### src/rtl/fetch_pkg.sv
// Shared fetch definitions: FSM states, bubble encoding, PC step, reset PC default.
// FETCH_FAULT_EN adds the HALT state used after an instruction-memory error.
package fetch_pkg;

  localparam logic [63:0] RESET_PC_DEFAULT = 64'h0;
  localparam logic [63:0] PC_INCR          = 64'd4;
  localparam logic [31:0] NOP_INSTR        = 32'b0;

  typedef enum logic [1:0] {
    ST_IDLE  = 2'd0,
    ST_FETCH = 2'd1,
    ST_DROP  = 2'd2
`ifdef FETCH_FAULT_EN
    , ST_HALT = 2'd3
`endif
  } fetch_state_e;

  // Instructions are word aligned; the low two address bits are always dropped.
  function automatic logic [63:0] align_pc(input logic [63:0] a);
    return a & ~64'h3;
  endfunction

endpackage

### src/rtl/fetch_unit_if.sv
// Fetch unit bus: decode-side control, instruction-memory handshake and slot outputs.
// FETCH_FAULT_EN adds imem_err and fault.
interface fetch_unit_if;
  logic        hazard;
  logic        redirect;
  logic [63:0] redirect_pc;
  logic        imem_req;
  logic [63:0] imem_addr;
  logic        imem_ack;
  logic [31:0] imem_rdata;
  logic [63:0] pc;
  logic [31:0] instruc;
  logic        valid;
`ifdef FETCH_FAULT_EN
  logic        imem_err;
  logic        fault;
`endif

  modport master (
    input  hazard, redirect, redirect_pc, imem_ack, imem_rdata,
`ifdef FETCH_FAULT_EN
    input  imem_err,
    output fault,
`endif
    output imem_req, imem_addr, pc, instruc, valid
  );

  modport slave (
    output hazard, redirect, redirect_pc, imem_ack, imem_rdata,
`ifdef FETCH_FAULT_EN
    output imem_err,
    input  fault,
`endif
    input  imem_req, imem_addr, pc, instruc, valid
  );
endinterface

### src/rtl/fetch_slot.sv
// Output holding register between fetch and decode: flush beats load beats consume.
// FETCH_FAULT_EN adds a sticky fault flag cleared only by flush.
module fetch_slot
  import fetch_pkg::*;
(
  input  logic        clk,
  input  logic        rst_n,
  input  logic        i_load,
  input  logic        i_flush,
  input  logic        i_consume,
  input  logic [63:0] i_load_pc,
  input  logic [31:0] i_load_instr,
`ifdef FETCH_FAULT_EN
  input  logic        i_load_fault,
  output logic        o_fault,
`endif
  output logic [63:0] o_pc,
  output logic [31:0] o_instr,
  output logic        o_valid
);

  logic [63:0] r_pc;
  logic [31:0] r_instr;
  logic        r_valid;

  always_ff @(posedge clk or negedge rst_n) begin
    if (!rst_n) begin
      r_pc    <= '0;
      r_instr <= NOP_INSTR;
      r_valid <= 1'b0;
    end else if (i_flush || (i_consume && !i_load)) begin
      r_pc    <= '0;
      r_instr <= NOP_INSTR;
      r_valid <= 1'b0;
    end else if (i_load) begin
      r_pc    <= i_load_pc;
      r_instr <= i_load_instr;
      r_valid <= 1'b1;
    end
  end

`ifdef FETCH_FAULT_EN
  // The fault flag survives consumption so the halt stays visible until a redirect.
  logic r_fault;

  always_ff @(posedge clk or negedge rst_n) begin
    if (!rst_n)       r_fault <= 1'b0;
    else if (i_flush) r_fault <= 1'b0;
    else if (i_load)  r_fault <= i_load_fault;
  end

  assign o_fault = r_fault;
`endif

  assign o_pc    = r_pc;
  assign o_instr = r_instr;
  assign o_valid = r_valid;

endmodule

### src/rtl/fetch_unit.sv
// Single-slot instruction fetch unit with redirect/drop handling.
// FETCH_FAULT_EN enables imem_err reporting and the HALT state.
module fetch_unit
  import fetch_pkg::*;
#(
  parameter logic [63:0] RESET_PC = RESET_PC_DEFAULT
) (
  input  logic         clk,
  input  logic         rst_n,
  fetch_unit_if.master bus
);

  fetch_state_e r_state, w_state_next;
  logic [63:0]  r_fetch_pc, w_fetch_pc_next;
  logic [63:0]  r_drop_addr, w_drop_addr_next;
  logic         w_slot_valid;
  logic         w_consume;
  logic         w_req;
  logic [63:0]  w_addr;
  logic         w_load;
  logic         w_load_err;
  logic [31:0]  w_load_instr;

  assign w_consume = w_slot_valid & ~bus.hazard;

  always_ff @(posedge clk or negedge rst_n) begin
    if (!rst_n) begin
      r_state     <= ST_IDLE;
      r_fetch_pc  <= RESET_PC;
      r_drop_addr <= '0;
    end else begin
      r_state     <= w_state_next;
      r_fetch_pc  <= w_fetch_pc_next;
      r_drop_addr <= w_drop_addr_next;
    end
  end

  always_comb begin
    w_state_next     = r_state;
    w_fetch_pc_next  = r_fetch_pc;
    w_drop_addr_next = r_drop_addr;
    w_req            = 1'b0;
    w_addr           = '0;
    w_load           = 1'b0;
    w_load_err       = 1'b0;
    case (r_state)
      ST_IDLE: w_state_next = ST_FETCH;
      ST_FETCH: begin
        w_req  = ~w_slot_valid | w_consume;
        w_addr = r_fetch_pc;
        if (bus.redirect) begin
          // An unanswered request must stay on the bus until its ack arrives.
          if (w_req && !bus.imem_ack) begin
            w_state_next     = ST_DROP;
            w_drop_addr_next = r_fetch_pc;
          end
        end else if (w_req && bus.imem_ack) begin
          w_load = 1'b1;
`ifdef FETCH_FAULT_EN
          if (bus.imem_err) begin
            w_load_err   = 1'b1;
            w_state_next = ST_HALT;
          end
`endif
          if (!w_load_err) w_fetch_pc_next = r_fetch_pc + PC_INCR;
        end
      end
      ST_DROP: begin
        w_req  = 1'b1;
        w_addr = r_drop_addr;
        if (bus.imem_ack) w_state_next = ST_FETCH;
      end
`ifdef FETCH_FAULT_EN
      ST_HALT: begin
        w_addr = r_fetch_pc;
        if (bus.redirect) w_state_next = ST_FETCH;
      end
`endif
      default: w_state_next = ST_IDLE;
    endcase
    if (bus.redirect) w_fetch_pc_next = align_pc(bus.redirect_pc);
  end

  assign w_load_instr = w_load_err ? NOP_INSTR : bus.imem_rdata;

  fetch_slot u_slot (
    .clk          (clk),
    .rst_n        (rst_n),
    .i_load       (w_load),
    .i_flush      (bus.redirect),
    .i_consume    (w_consume),
    .i_load_pc    (r_fetch_pc),
    .i_load_instr (w_load_instr),
`ifdef FETCH_FAULT_EN
    .i_load_fault (w_load_err),
    .o_fault      (bus.fault),
`endif
    .o_pc         (bus.pc),
    .o_instr      (bus.instruc),
    .o_valid      (w_slot_valid)
  );

  assign bus.valid     = w_slot_valid;
  assign bus.imem_req  = w_req;
  assign bus.imem_addr = w_addr;

endmodule

### src/flat_wrapper.sv
// flat-port wrapper written by rule: the top's interface ports become plain ports
module fetch_unit_flat import fetch_pkg::*;
#(
  parameter logic [63:0] RESET_PC = RESET_PC_DEFAULT
)
  (clk, rst_n, bus_hazard, bus_redirect, bus_redirect_pc, bus_imem_ack, bus_imem_rdata, bus_imem_req, bus_imem_addr, bus_pc, bus_instruc, bus_valid);
  fetch_unit_if bus_i ();
  input  logic clk;
  input  logic rst_n;
  input wire logic [$bits(bus_i.hazard)-1:0] bus_hazard;
  input wire logic [$bits(bus_i.redirect)-1:0] bus_redirect;
  input wire logic [$bits(bus_i.redirect_pc)-1:0] bus_redirect_pc;
  input wire logic [$bits(bus_i.imem_ack)-1:0] bus_imem_ack;
  input wire logic [$bits(bus_i.imem_rdata)-1:0] bus_imem_rdata;
  output wire logic [$bits(bus_i.imem_req)-1:0] bus_imem_req;
  output wire logic [$bits(bus_i.imem_addr)-1:0] bus_imem_addr;
  output wire logic [$bits(bus_i.pc)-1:0] bus_pc;
  output wire logic [$bits(bus_i.instruc)-1:0] bus_instruc;
  output wire logic [$bits(bus_i.valid)-1:0] bus_valid;
  assign bus_i.hazard = bus_hazard;
  assign bus_i.redirect = bus_redirect;
  assign bus_i.redirect_pc = bus_redirect_pc;
  assign bus_i.imem_ack = bus_imem_ack;
  assign bus_i.imem_rdata = bus_imem_rdata;
  assign bus_imem_req = bus_i.imem_req;
  assign bus_imem_addr = bus_i.imem_addr;
  assign bus_pc = bus_i.pc;
  assign bus_instruc = bus_i.instruc;
  assign bus_valid = bus_i.valid;
  fetch_unit #(.RESET_PC(RESET_PC)) u_core (.clk(clk), .rst_n(rst_n), .bus(bus_i));
endmodule
### config.mk
export PLATFORM = sky130hd
export DESIGN_NAME = fetch_unit_flat
export DESIGN_NICKNAME = d
export VERILOG_FILES = /design/src/rtl/fetch_pkg.sv /design/src/rtl/fetch_unit_if.sv /design/src/rtl/fetch_slot.sv /design/src/rtl/fetch_unit.sv /design/src/flat_wrapper.sv
export SDC_FILE = /design/constraint.sdc
export NUM_CORES = 1
export LEC_CHECK = 0
export BUFFER_PORTS_ARGS = -buffer_cell sky130_fd_sc_hd__clkbuf_2
export CAP_MARGIN = 20
export CELL_PAD_IN_SITES_DETAIL_PLACEMENT = 1
export CELL_PAD_IN_SITES_GLOBAL_PLACEMENT = 2
export CORE_ASPECT_RATIO = 1.2
export CORE_MARGIN = 4
export CORE_UTILIZATION = 30
export DETAILED_ROUTE_END_ITERATION = 8
export GPL_ROUTABILITY_DRIVEN = 0
export PLACE_DENSITY_LB_ADDON = 0.3
export SETUP_SLACK_MARGIN = 0.5
export SLEW_MARGIN = 40
export SYNTH_ARGS = -nofsm -noshare
export SYNTH_HDL_FRONTEND = slang
export SYNTH_SLANG_ARGS = --single-unit
### constraint.sdc
create_clock -name clk -period 2.2 [get_ports clk]
set_input_delay 0.22 -clock clk [delete_from_list [all_inputs] [get_ports clk]]
set_output_delay 0.22 -clock clk [all_outputs]
set_load 0.03 [all_outputs]
==> impl_summary.txt <==
----------------------------------------------------
[Floorplan]
  Num ports ... 263
  Cell row count ... 76
  Total die area ... 0.03935 mm^2
  Effective utilization at floorplan ... 30.32%
  Core footprint ... 0.03585 mm^2
  Die height ... 216.5 um
  Die W ... 181.8 um

[Power]
  Worst voltage drop across the vdd grid ... 679.3 uV
  Power density of the placed cells ... 1202 mW/mm^2
  Static Leak ... 9.012 nW

[Final layout]
  Layout cell share with drive strength beyond 1 ... 53.00%
  Number of nets at the end of the flow ... 1686
  Number of filler cells placed in the layout ... 3614
  Final core area utilization ... 55.71%
  Diode insertion count for antenna repair ... 0
  Area growth, synth to finish ... 83.75%
  Post-Layout Inst Area ... 0.01997 mm^2

[Timing]
  Fmax ... 416.1 MHz
  Minimum clock period after layout ... 2.403 ns
  Total setup violations reported at the end of the flow ... 250
  Final-report max-slew violation count ... 0
  Slew headroom ... 56.01%
  Smallest setup slack after layout ... -0.2033 ns
  Unrepaired setup endpoints after global routing ... yes
  Measured slew at the worst slew-check pin ... 0.6548 ns
  Worst clock skew ... 0.01699 ns
  Ratio of final minimum period to clock period ... 109.2%
  Hold Vio Cnt, Final ... 0

[GRT]
  Via count of the first global-routing pass ... 12330
  Initial antenna violation count ... 0
  Maximum number of pins on one net before global-route repair ... 72
  Global-route wire length before repair ... 79.42 mm
  Total congestion overflow after global routing ... 0
  Overall track demand over capacity in global routing ... 26.23%

[Synthesis]
  Synth async-reset ratio ... 100.0%
  Cell type with the highest aggregate area in the netlist ... sky130_fd_sc_hd__dfrtp_1
  Post-synthesis sequential area ratio ... 51.11%
  Top cells by instance count after synthesis ... sky130_fd_sc_hd__dfrtp_1 (222), sky130_fd_sc_hd__a22o_1 (95), sky130_fd_sc_hd__nand2_1 (73)
  Post-synthesis instance total ... 1038
  Most used DFF post-synth ... sky130_fd_sc_hd__dfrtp_1
  Yosys reg bits ... 222
  Average cell area after synthesis ... 10.47 um^2
  Yosys Warn Count ... 0
  Synth unique cells ... 53
  EDFF count, synth ... 0
  Dominant cell by count in the synthesized netlist ... sky130_fd_sc_hd__dfrtp_1
  Mapped Area ... 0.01087 mm^2
  Ranking of synthesized cells by area ... sky130_fd_sc_hd__dfrtp_1 (51%), sky130_fd_sc_hd__a22o_1 (7.7%), sky130_fd_sc_hd__mux2_2 (6.1%)
  Area share of the largest cell type after synthesis ... 51.11%

[Place]
  Cell area after placement ... 0.01420 mm^2
  Count of port buffers added during placement ... 258
  Final HPWL from detailed placement ... 29.49 mm

[Hold path]
  Hold/Removal Path Class ... input pin to flip-flop
  Worst Min Path Start ... bus_redirect_pc[45]
  Hold Path Cell Cnt ... 3

[Routing]
  Mean routed wirelength per cell ... 27.18 um
  Routed metal-1 wirelength ... 21.48 mm
  Top layer in use ... met4
  Total met3 wirelength after detailed routing ... 2.820 mm
  Number of nets with antenna violations after detailed routing ... 0
  Initial detailed-routing violation count ... 736
  DR WL met2 ... 29.66 mm
  DRT Pass-1 Iters ... 5
  Number of DRC violations after detailed routing ... 0
  WL final ... 56.16 mm
  Number of vias per cell after detailed routing ... 5.544
  Vias ... 11450

[Worst setup path]
  Critical path startpoint category ... flip-flop
  R2r worst-path depth ... 9
  Worst setup EP type ... flip-flop
  Worst Setup SP ... u_core.r_state[0]
  Largest driver fanout on the critical path ... 4
  Endpoint arrival time on the critical path ... 2.86 ns
  Crit-path max cell delay ... 0.55 ns
  Ordered cell list for the critical path ... buf_6 -> ha_4 -> buf_12 -> a21boi_4 -> buf_6 -> nand3_4 -> or4_4 -> or3_4 -> a31oi_1
  CP top delay family ... simple AND/OR/NAND/NOR gates
  Critical Path Stages ... 9
  Critical path buffers and inverters ... 3
  Critical Path Slowest Stage Cell ... sky130_fd_sc_hd__or4_4
  Crit Reg-Reg Startpoint ... u_core.r_state[0]
  Worst path required time ... 2.66 ns
  Type of the worst setup path ... flip-flop to flip-flop
  Most frequent cell on the critical path ... sky130_fd_sc_hd__buf_6

[Clock network]
  Root buf cell ... sky130_fd_sc_hd__clkbuf_16
  Clock-pin slew on the worst setup and hold paths ... 0.06 ns
  Clock buffer depth ... 3
  Source-to-sink clock delay at the later pin of the worst-skew pair ... 0.54 ns
  H-tree depth ... 1
  Sink count of the clock tree ... 222
  Total clock buffers created by CTS ... 27
  TritonCTS clock tree ... done

[Status]
  Failing checks ... negative setup slack
  Outcome ... finished with violations

[Job]
  Max-capacitance violation count ... 0

----------------------------------------------------
==> report_power, final <==
group          leakage (nW)  switching, W  internal [W]
registers              2.80      0.000741       0.00502
clock network         0.420       0.00182       0.00252
logic                  5.79       0.00659       0.00730
==> layer usage <==
layer,vias up,global-route usage (%)
met5,-,0
met1,5961,31.54
li1,4946,-
met3,113,3.542
met2,434,48.04
met4,0,8.809
==> worst min-delay path: cells and delay by family <==
kind | cells | cell delay (ns)
compound gates | 1 | 0.12
buf+inv | 1 | 0.10
simple gates | 1 | 0.06
==> registers in the layout, indices dropped and copies added, names as in the netlist <==
signal                 cells
u_core.r_drop_addr        62
u_core.u_slot.o_valid      1
u_core.r_state             2
u_core.u_slot.o_instr     32
u_core.r_fetch_pc         62
u_core.u_slot.o_pc        63
==> path summary, 6_finish.rpt <==
kind | to | slack, ns
hold reg to reg | u_core.r_drop_addr[8] | 0.50
max in group asynchronous | u_core.r_fetch_pc[42] | 1.24
setup / recovery | u_core.r_fetch_pc[48] | -0.20
setup reg to reg | u_core.r_fetch_pc[48] | -0.20
hold / removal | u_core.r_fetch_pc[45] | 0.005
min in group asynchronous | u_core.u_slot.o_pc[18] | 0.18
==> per-stage QoR <==
stage          hold WS (ns)  total power [W]  cells  setup WS, ns  setup TNS, ns
3_5_place_dp         0.1600          0.01358   1789      0.007777              0
4_1_cts             0.02354          0.02215   2031       -0.1318         -7.708
2_1_floorplan      -0.07559          0.01116   1039       0.06915              0
3_3_place_gp         0.1602          0.01342   1787       -0.1615         -9.864
6_report           0.005466          0.02400   2066       -0.2033         -25.52
5_1_grt             0.01220          0.02478   2066       -0.2619         -42.68
==> area by class of cell <==
cell class,count,area (um^2),area share [%]
timing repair buffer,608,6481,32.45
multi-input combinational,710,6449,32.29
sequential,222,5569,27.88
clock buffer,43,815.8,4.085
tap,468,585.6,2.932
inverter,10,42.54,0.2130
clock inverter,5,28.78,0.1441
==> cell usage in the layout (no fill, tap or decap), types with 35 or more instances in the layout <==
cell                            Yosys  routed
sky130_fd_sc_hd__dlygate4sd3_1      0      92
sky130_fd_sc_hd__buf_8              0      63
sky130_fd_sc_hd__a22oi_2            0      60
sky130_fd_sc_hd__clkbuf_16          0      35
sky130_fd_sc_hd__nand2_1           73      67
sky130_fd_sc_hd__clkbuf_2           0     193
sky130_fd_sc_hd__buf_12             0      35
sky130_fd_sc_hd__nand4_1           39      39
sky130_fd_sc_hd__nor2b_4            0      59
sky130_fd_sc_hd__dfrtp_1          222     211
sky130_fd_sc_hd__buf_6              0      48
sky130_fd_sc_hd__buf_4              3     116
sky130_fd_sc_hd__buf_16             0      42
sky130_fd_sc_hd__a22o_1            95      94
==> timing repair <==
item	CTS	global route
hold buffers	92	0
endpoints found under the hold margin	174	0
pin swaps	51	63
endpoints found under the setup margin	278	285
gates cloned	39	10
gates resized for setup	329	158
setup buffers	63	25
==> logic make-up after synthesis <==
| family | count (synthesis) | share of synthesized area [%] |
|---|---|---|
| and+or+nand+nor | 357 | 18.27 |
| AOI/OAI and AO/OA | 251 | 17.09 |
| DFF | 222 | 51.11 |
| buffers and inverters | 107 | 3.845 |
| muxes | 61 | 6.297 |
| xor gates and xnor gates | 33 | 2.659 |
| adders and majority gates | 6 | 0.6907 |
| other | 1 | 0.03450 |
(Power assumes the default switching activity.)
